==> config.mk <==
export PLATFORM = sky130hd
export DESIGN_NAME = fetch_queue
export DESIGN_NICKNAME = d
export VERILOG_FILES = /design/src/rtl/fetch_queue_pkg.sv /design/src/rtl/sync_fifo_fwft.sv /design/src/rtl/fetch_queue.sv
export SDC_FILE = /design/constraint.sdc
export NUM_CORES = 1
export LEC_CHECK = 0
export BUFFER_PORTS_ARGS = -buffer_cell sky130_fd_sc_hd__buf_2
export CAP_MARGIN = 10
export CORE_ASPECT_RATIO = 0.9
export CORE_MARGIN = 2
export CORE_UTILIZATION = 53
export DETAILED_ROUTE_END_ITERATION = 8
export PLACE_DENSITY = 0.76
export SETUP_SLACK_MARGIN = 0.05
export SLEW_MARGIN = 20
export SYNTH_ARGS = -nofsm -noshare
export SYNTH_HDL_FRONTEND = slang
export SYNTH_SLANG_ARGS = --single-unit
export TNS_END_PERCENT = 50
==> constraint.sdc <==
create_clock -name clk -period 3.2 [get_ports clk]
set_input_delay 0.64 -clock clk [delete_from_list [all_inputs] [get_ports clk]]
set_output_delay 0.64 -clock clk [all_outputs]
set_load 0.02 [all_outputs]
==> src/rtl/fetch_queue_pkg.sv <==
// Shared fetch-path definitions used by fetch_queue, pipeline0 and the hazard unit.
package fetch_queue_pkg;

    localparam int unsigned XLEN = 32;

    localparam logic [XLEN-1:0] RESET_PC_DEF   = 32'h0000_0000;
    localparam logic [XLEN-1:0] EXC_VECTOR_DEF = 32'h0000_FFFC;

    typedef struct packed {
        logic [XLEN-1:0] instr;
        logic [XLEN-1:0] pc;
    } fetch_entry_t;

endpackage

==> src/rtl/sync_fifo_fwft.sv <==
// First-word-fall-through FIFO with a registered head and a single-cycle flush.
module sync_fifo_fwft #(
    parameter int unsigned DEPTH = 4,
    parameter int unsigned WIDTH = 64
) (
    input  logic                     clk_i,
    input  logic                     reset_i,
    input  logic                     push_i,
    input  logic [WIDTH-1:0]         push_data_i,
    input  logic                     pop_i,
    input  logic                     flush_i,
    output logic                     valid_o,
    output logic [WIDTH-1:0]         head_o,
    output logic [$clog2(DEPTH):0]   count_o
);

    localparam int unsigned AW = $clog2(DEPTH);

    logic [WIDTH-1:0] mem_q [DEPTH];
    logic [AW-1:0]    rd_ptr_q, rd_ptr_d;
    logic [AW-1:0]    wr_ptr_q, wr_ptr_d;
    logic [AW:0]      count_q, count_d;
    logic [WIDTH-1:0] head_q, head_d;
    logic             do_pop;

    assign do_pop = pop_i && (count_q != '0);

    always_comb begin
        rd_ptr_d = rd_ptr_q;
        wr_ptr_d = wr_ptr_q;
        count_d  = count_q;
        head_d   = head_q;
        if (flush_i) begin
            rd_ptr_d = '0;
            wr_ptr_d = '0;
            count_d  = '0;
        end else begin
            if (push_i) wr_ptr_d = wr_ptr_q + 1'b1;
            if (do_pop) rd_ptr_d = rd_ptr_q + 1'b1;
            case ({push_i, do_pop})
                2'b10:   count_d = count_q + 1'b1;
                2'b01:   count_d = count_q - 1'b1;
                default: count_d = count_q;
            endcase
            // Head register tracks what mem_q[rd_ptr] will hold next cycle,
            // bypassing the array when the pushed word becomes the new head.
            if (do_pop) begin
                if (count_q > 1) head_d = mem_q[rd_ptr_d];
                else if (push_i) head_d = push_data_i;
            end else if ((count_q == '0) && push_i) begin
                head_d = push_data_i;
            end
        end
    end

    always_ff @(posedge clk_i) begin
        if (reset_i) begin
            rd_ptr_q <= '0;
            wr_ptr_q <= '0;
            count_q  <= '0;
            head_q   <= '0;
        end else begin
            rd_ptr_q <= rd_ptr_d;
            wr_ptr_q <= wr_ptr_d;
            count_q  <= count_d;
            head_q   <= head_d;
        end
    end

    always_ff @(posedge clk_i) begin
        if (push_i && !flush_i && !reset_i) mem_q[wr_ptr_q] <= push_data_i;
    end

    assign valid_o = (count_q != '0);
    assign head_o  = head_q;
    assign count_o = count_q;

endmodule

==> src/rtl/fetch_queue.sv <==
// Instruction-fetch front end: owns the fetch PC, issues 1-cycle-latency imem
// reads under a credit check, and buffers returns in a flushable FWFT queue.
module fetch_queue
    import fetch_queue_pkg::*;
#(
    parameter int unsigned     DEPTH      = 4,
    parameter logic [XLEN-1:0] RESET_PC   = RESET_PC_DEF,
    parameter logic [XLEN-1:0] EXC_VECTOR = EXC_VECTOR_DEF
) (
    input  logic                   clk,
    input  logic                   reset,
    output logic                   imem_rd_en,
    output logic [XLEN-1:0]        imem_addr,
    input  logic [XLEN-1:0]        imem_rdata,
    input  logic                   redirect_valid,
    input  logic [XLEN-1:0]        redirect_pc,
    input  logic                   exc_valid,
    output logic                   out_valid,
    output logic [XLEN-1:0]        out_instr,
    output logic [XLEN-1:0]        out_pc,
    input  logic                   out_ready,
    output logic [$clog2(DEPTH):0] count
);

    localparam int unsigned CW = $clog2(DEPTH) + 1;
    localparam logic [CW:0] DEPTH_C = (CW+1)'(DEPTH);

    logic [XLEN-1:0] fetch_pc_q, fetch_pc_d;
    logic            inflight_q, inflight_d;
    logic [XLEN-1:0] inflight_pc_q, inflight_pc_d;

    logic            redirect;
    logic [XLEN-1:0] redirect_target;
    logic            pop;
    logic            push;
    logic [CW:0]     credit;
    fetch_entry_t    push_entry;
    fetch_entry_t    head_entry;

    assign redirect        = exc_valid || redirect_valid;
    assign redirect_target = exc_valid ? EXC_VECTOR : (redirect_pc & 32'hFFFF_FFFC);
    assign pop             = out_valid && out_ready;
    assign push            = inflight_q && !redirect;

    // Outstanding entries after this cycle's pop; at most one request is ever in flight.
    assign credit     = {1'b0, count} + {{CW{1'b0}}, inflight_q} - {{CW{1'b0}}, pop};
    assign imem_rd_en = !reset && (credit < DEPTH_C);
    assign imem_addr  = fetch_pc_q;

    assign push_entry.instr = imem_rdata;
    assign push_entry.pc    = inflight_pc_q;

    always_comb begin
        fetch_pc_d    = fetch_pc_q;
        inflight_d    = imem_rd_en;
        inflight_pc_d = inflight_pc_q;
        if (imem_rd_en) begin
            fetch_pc_d    = fetch_pc_q + 32'd4;
            inflight_pc_d = fetch_pc_q;
        end
        if (redirect) begin
            fetch_pc_d = redirect_target;
            inflight_d = 1'b0;
        end
    end

    always_ff @(posedge clk) begin
        if (reset) begin
            fetch_pc_q    <= RESET_PC;
            inflight_q    <= 1'b0;
            inflight_pc_q <= '0;
        end else begin
            fetch_pc_q    <= fetch_pc_d;
            inflight_q    <= inflight_d;
            inflight_pc_q <= inflight_pc_d;
        end
    end

    sync_fifo_fwft #(
        .DEPTH (DEPTH),
        .WIDTH ($bits(fetch_entry_t))
    ) u_queue (
        .clk_i       (clk),
        .reset_i     (reset),
        .push_i      (push),
        .push_data_i (push_entry),
        .pop_i       (pop),
        .flush_i     (redirect),
        .valid_o     (out_valid),
        .head_o      (head_entry),
        .count_o     (count)
    );

    assign out_instr = head_entry.instr;
    assign out_pc    = head_entry.pc;

endmodule

# Yosys cells after proc, flatten, opt, wreduce, memory -nomap -nowiden
# Memories as Yosys holds them, arrays and structs flattened.
# Index checks and enable logic that the tools add are counted.
# word_totals
n_memories	1
input_bits	69
register_bits	136
mem_bits_rw	256
# op_classes
n_eq_ne	3
bitwise	1
n_mux	12
reduce_logical	17
order_cmp	2
addsub	7
# mem_list
name	depth	word_bits	read_ports	rd_clocked_by_memory_dff	write_ports	line_no	source
u_queue.mem_q	4	64	1	0	1	sync_fifo_fwft.sv:19	logic [WIDTH-1:0] mem_q [DEPTH];
# ops
operator	n
$mux 64	4
$mux 32	3
$add 32x3->32 const B	1
$logic_and 1x1->1	7
$pmux 3 s2	1
$reduce_bool 2->1	3
$add 2x1->2 const B	2
$add 3x1->4	1
$lt 4x3->1 const B	1
$mux 2	2
$sub 4x1->4	1
$add 3x1->3 const B	1
$gt 3x1->1 const B	1
$logic_not 3->1	1
$ne 3x2->1 const B	1
$reduce_and 3->1	1
$reduce_bool 3->1	1
$sub 3x1->3 const B	1
$eq 2x1->1 const B	1
$eq 2x2->1 const B	1
$logic_not 1->1	2
$mux 1	2
$reduce_or 2->1	1
$logic_or 1x1->1	1
$not 1->1	1

# Longest topological paths before layout
# An unclocked memory read counts as a cell.
# logic_depth
depth_word	8
ltp_mapped	14
ltp_nobuf	12

# Modules after synthesis
# Synthesis repeated with hierarchy kept, for this count alone.
# unflattened
cells_unflattened	1478
area_unflattened_um2	18275.0
# by_module_without_submodules
mod	area_per_inst_um2	cells_each	seq_area_each_um2	n_inst
sync_fifo_fwft	15016.9	1069	9108.7	1
fetch_queue	3258.1	409	1221.2	1

# Least setup slack after synthesis
# Ideal clock, no wire load.
# synth_path
kind	input -> register
from	input redirect_valid
to	memory u_queue.mem_q[0][10], enable pin
stages	5
setup_ns	0.427
setup_slack_ns	-0.148
path_buffers	2
arrival_time_ns	2.921
required_ns	2.773
cell_sequence	buf_2 -> or2_2 -> buf_2 -> nor2_1 -> and3_1
# synth_via
elab_chain_cells	7
# synth_lines
item	line_no	source
from (decl)	fetch_queue.sv:15	input logic redirect_valid,
$logic_or 1x1->1 (*)	fetch_queue.sv:40	assign redirect = exc_valid || redirect_valid;
$logic_not 1->1 (*)	sync_fifo_fwft.sv:71, fetch_queue.sv:43	
$logic_and 1x1->1	fetch_queue.sv:43	assign push = inflight_q && !redirect;
$logic_and 1x1->1 (*) (2 in a row)	sync_fifo_fwft.sv:71	if (push_i && !flush_i && !reset_i) mem_q[wr_ptr_q] <= push_data_i;
$mux 1 (*)	sync_fifo_fwft.sv:71	
$mux 1 (not written as such) (*)	sync_fifo_fwft.sv:71	
to (decl)	sync_fifo_fwft.sv:19	
# Every way passes the cells marked *; elsewhere a longest branch is shown, timed or not.

# Final worst setup path
# layout_path
from	register u_queue.count_q[0] (netlist: u_queue.count_o[0])
to	output imem_rd_en
# layout_via
elab_chain_cells	5
word_cells_on_any_way	6
cone_classes	add/sub (2); order compare (1); reduce/logical (3)
# layout_lines
item	line_no	source
from (decl)	sync_fifo_fwft.sv:22	logic [AW:0] count_q, count_d;
from (signal assigned)	sync_fifo_fwft.sv:65	count_q <= count_d;
branches (longest 2 deep; another with $add 3x1->4)	n/a	
$sub 4x1->4 (*)	fetch_queue.sv:46	assign credit = {1'b0, count} + {{CW{1'b0}}, inflight_q} - {{CW{1'b0}}, pop};
$lt 4x3->1 (*)	fetch_queue.sv:47	assign imem_rd_en = !reset && (credit < DEPTH_C);
$logic_and 1x1->1 (*)	fetch_queue.sv:47	
to (decl)	fetch_queue.sv:12	output logic imem_rd_en,
# Mark *: on every way between the ends.

==> flow_summary.json <==
{
  "status": "finished, final reports clean",
  "dp.final_hpwl_mm": 20.4,
  "irDropWorstVdd_v": 0.000344,
  "core_mm2": 0.0282,
  "period_needed_ns": 3.17,
  "synth-adder-area-share": 0.0123,
  "cts.sinks": 378,
  "endpoint_kind": "output pin",
  "grt_pass1_wl_mm": 55.7,
  "worstMarginPinSlew_ns": 0.842,
  "cp-endpoint": "imem_rd_en",
  "r2r-start": "u_queue.count_o[0]$_SDFFE_PP0P_",
  "hold_violations": 0,
  "cts_inserted_buffers": 39,
  "die_area_mm2": 0.0301,
  "fin_area_mm2": 0.0180,
  "synth-main-ff-cell": "edfxtp_1",
  "cp.required_ns": 2.56,
  "synth_top_cell_by_area": "edfxtp_1",
  "drt_iter0_drc": 993,
  "p_total_mw": 10.3,
  "cts_tree": "done",
  "ios": 170,
  "synth_top_family_by_area": "compound AO/OA/AOI/OAI gates",
  "wl_mm": 35.6,
  "syn2layout_area_growth_pct": 18.3,
  "hold_ws_ns": 0.350,
  "cts-root-buf": "clkbuf_16",
  "grt_max_degree": 63,
  "antenna_cells": 0,
  "hold_path_class": "input pin to flop",
  "ant_nets": 0,
  "finalCritPeriodShare": 0.990,
  "synth_compound_area_frac": 0.152,
  "grt_util_all_layers": 0.235,
  "ff2ff_setup_slack_ns": 0.54,
  "grt_pass1_vias": 10193,
  "synth_cell_types": 67,
  "rsz0062_at_grt": "yes",
  "max_slew_margin": 0.439,
  "drive_gt1_frac": 0.270,
  "yosys-top-cells-area": "edfxtp_1 49%, dfxtp_1 17%, mux2_2 4.5%",
  "hold_start": "imem_rdata[18]",
  "yosysSeqAreaShare": 0.659,
  "via_count": 10457,
  "antenna_found_initial": 0,
  "cts_hold_buf": 0,
  "crit_arrival_ns": 2.53,
  "final_common_cell": "edfxtp_1",
  "crit_start": "u_queue.count_o[0]$_SDFFE_PP0P_",
  "critPathLaunchType": "flop",
  "ctsLongestPathBuffers": 3,
  "setup_viol": 0,
  "synth.top_cell.area_share": 0.488,
  "die-width_um": 183,
  "ys_async_sr_fraction": 0,
  "die_y_um": 165,
  "yosys.area_share.xor_xnor": 0.0120,
  "finalNetCount": 1423,
  "ys_ff_latch": 378,
  "clk_pin_slew_ns": 0.06,
  "synth_warnings": 0,
  "first_pass_iters": 6,
  "synthMuxAreaShare": 0.0506,
  "rows": 58,
  "n_fill_cell": 2135,
  "grt-ovfl-total": 0,
  "reg2reg_depth": 14,
  "via_per_inst": 6.05,
  "wl_per_cell_um": 20.6,
  "yosys.area_share.simple": 0.0840,
  "slew_violations": 0,
  "htreeDepth": 2,
  "synth-edff-count": 248,
  "avgSynthCellArea_um2": 12.9,
  "start_util": 0.541,
  "drc": 0,
  "r2r_end": "imem_addr[28]$_SDFFE_PP0P_",
  "clkLatencyLatePin_ns": 0.51,
  "skew_ns": 0.0119,
  "crit_type": "flop to output pin",
  "leakage_nw": 6.64,
  "drv_cap": 0,
  "synthCells": 1181,
  "portBuffers": 163,
  "powerDensity_mw_per_mm2": 573,
  "critical_path_peak_fanout": 2,
  "fmax_mhz": 316,
  "final_cell_mix": "248 x edfxtp_1, 162 x buf_2, 125 x dfxtp_1, 115 x a21oi_1, 82 x nand2_1",
  "gp_congestion": 0.864,
  "dpl_cell_area_mm2": 0.0166,
  "synth_area_mm2": 0.0152
}
-- synth_stat cells, types with 3 or more instances --
master,number
edfxtp_1,248
dfxtp_1,130
a21oi_1,115
nand2_1,83
nand2b_1,63
mux2_2,61
o22ai_1,61
a32o_1,60
o21ai_0,59
clkbuf_1,48
nor2_1,34
buf_2,25
o21ai_1,23
ha_1,15
nand3_1,14
xnor2_1,10
inv_1,9
nand4_1,9
xor2_1,9
and3_1,7
a211oi_1,6
buf_1,6
nor3_1,6
and2_1,4
buf_4,4
buf_6,4
mux2i_1,4
nor3_2,4
or3_1,4
a211oi_2,3
a21o_1,3
and4_1,3
nor4_1,3
-- area by class of cell --
type,count,area [um2],share of cell area
repair buffers,201,1280,0.0711
inverters,11,41.3,0.00229
flip-flops and latches,378,10100,0.558
multi-input cells,708,4850,0.269
clock inverters,13,175,0.00972
clock buffers,58,1170,0.0650
well taps,360,450,0.0250
-- worst min-delay path by stage --
stage | endpoint | slack [ns] | cells after the start
after detailed placement | u_queue.head_o[20]$_SDFFE_PP0P_ | 0.45 | 1
after global routing | u_queue.mem_q[2][61]$_DFFE_PP_ | 0.33 | 1
after CTS | u_queue.mem_q[3][59]$_DFFE_PP_ | 0.33 | 1
after global placement | u_queue.head_o[48]$_SDFFE_PP0P_ | 0.44 | 1
after floorplan | inflight_pc_q[23]$_SDFFE_PP0P_ | 0.47 | 2
final | u_queue.mem_q[1][50]$_DFFE_PP_ | 0.35 | 1
-- metal layers --
metal | track usage | vias to the layer above | share of wire
met5 | 0 | - | 0
met4 | 0.0625 | 0 | 0.017
met3 | 0.0359 | 50 | 0.074
met2 | 0.387 | 422 | 0.47
met1 | 0.330 | 5149 | 0.44
li1 | - | 4836 | -
-- critical path, cell delays in order (launching register included) --
cell and delay [ns]:
dfxtp_2 0.33, inv_2 0.05, ha_4 0.16, a21oi_4 0.15, ha_2 0.19, inv_2 0.04
ha_4 0.19, and3b_4 0.17, or3_4 0.33, nand4_1 0.19, inv_2 0.08, buf_6 0.13
-- power by group --
part | total [mW] | internal [mW] | switching, mW | leakage [nW]
clock network | 4.68 | 2.86 | 1.81 | 0.656
logic | 0.355 | 0.137 | 0.218 | 2.63
registers | 5.31 | 5.23 | 0.0743 | 3.36
total | 10.3 | 8.23 | 2.11 | 6.64
-- registers in the layout, indices dropped and copies added, names as in the netlist --
| name | cells |
|---|---|
| u_queue.mem_q | 248 |
| u_queue.head_o | 62 |
| u_queue.wr_ptr_q | 2 |
| inflight_q | 1 |
| u_queue.count_o | 3 |
| imem_addr | 30 |
| u_queue.rd_ptr_q | 2 |
| inflight_pc_q | 30 |
-- logic make-up after synthesis --
logic type               count (synthesis)
flip-flops                             378
AND/OR/NAND/NOR                        246
other                                    1
buffers and inverters                   98
adder cells (fa/ha/maj)                 15
XOR/XNOR                                20
multiplexers                            67
AO/OA/AOI/OAI                          356
-- what timing repair did --
| item | CTS | global route |
|---|---|---|
| setup buffers | 4 | 2 |
| endpoints found under the setup margin | 1 | 1 |
| resized for setup | 12 | 0 |
| pin swaps | 5 | 5 |
-- per-stage QoR --
step	TNS, ns	util	cells	setup slack, ns
after global placement	0	0.590	1652	0.220
after global routing	-0.0906	0.640	1729	-0.0906
final	0	0.640	1729	0.0307
after detailed placement	0	0.590	1652	0.220
after floorplan	-18.24	-	1184	-0.147
after CTS	-0.0113	0.640	1727	-0.0113
Note: power is estimated with default switching activity, not from simulation.
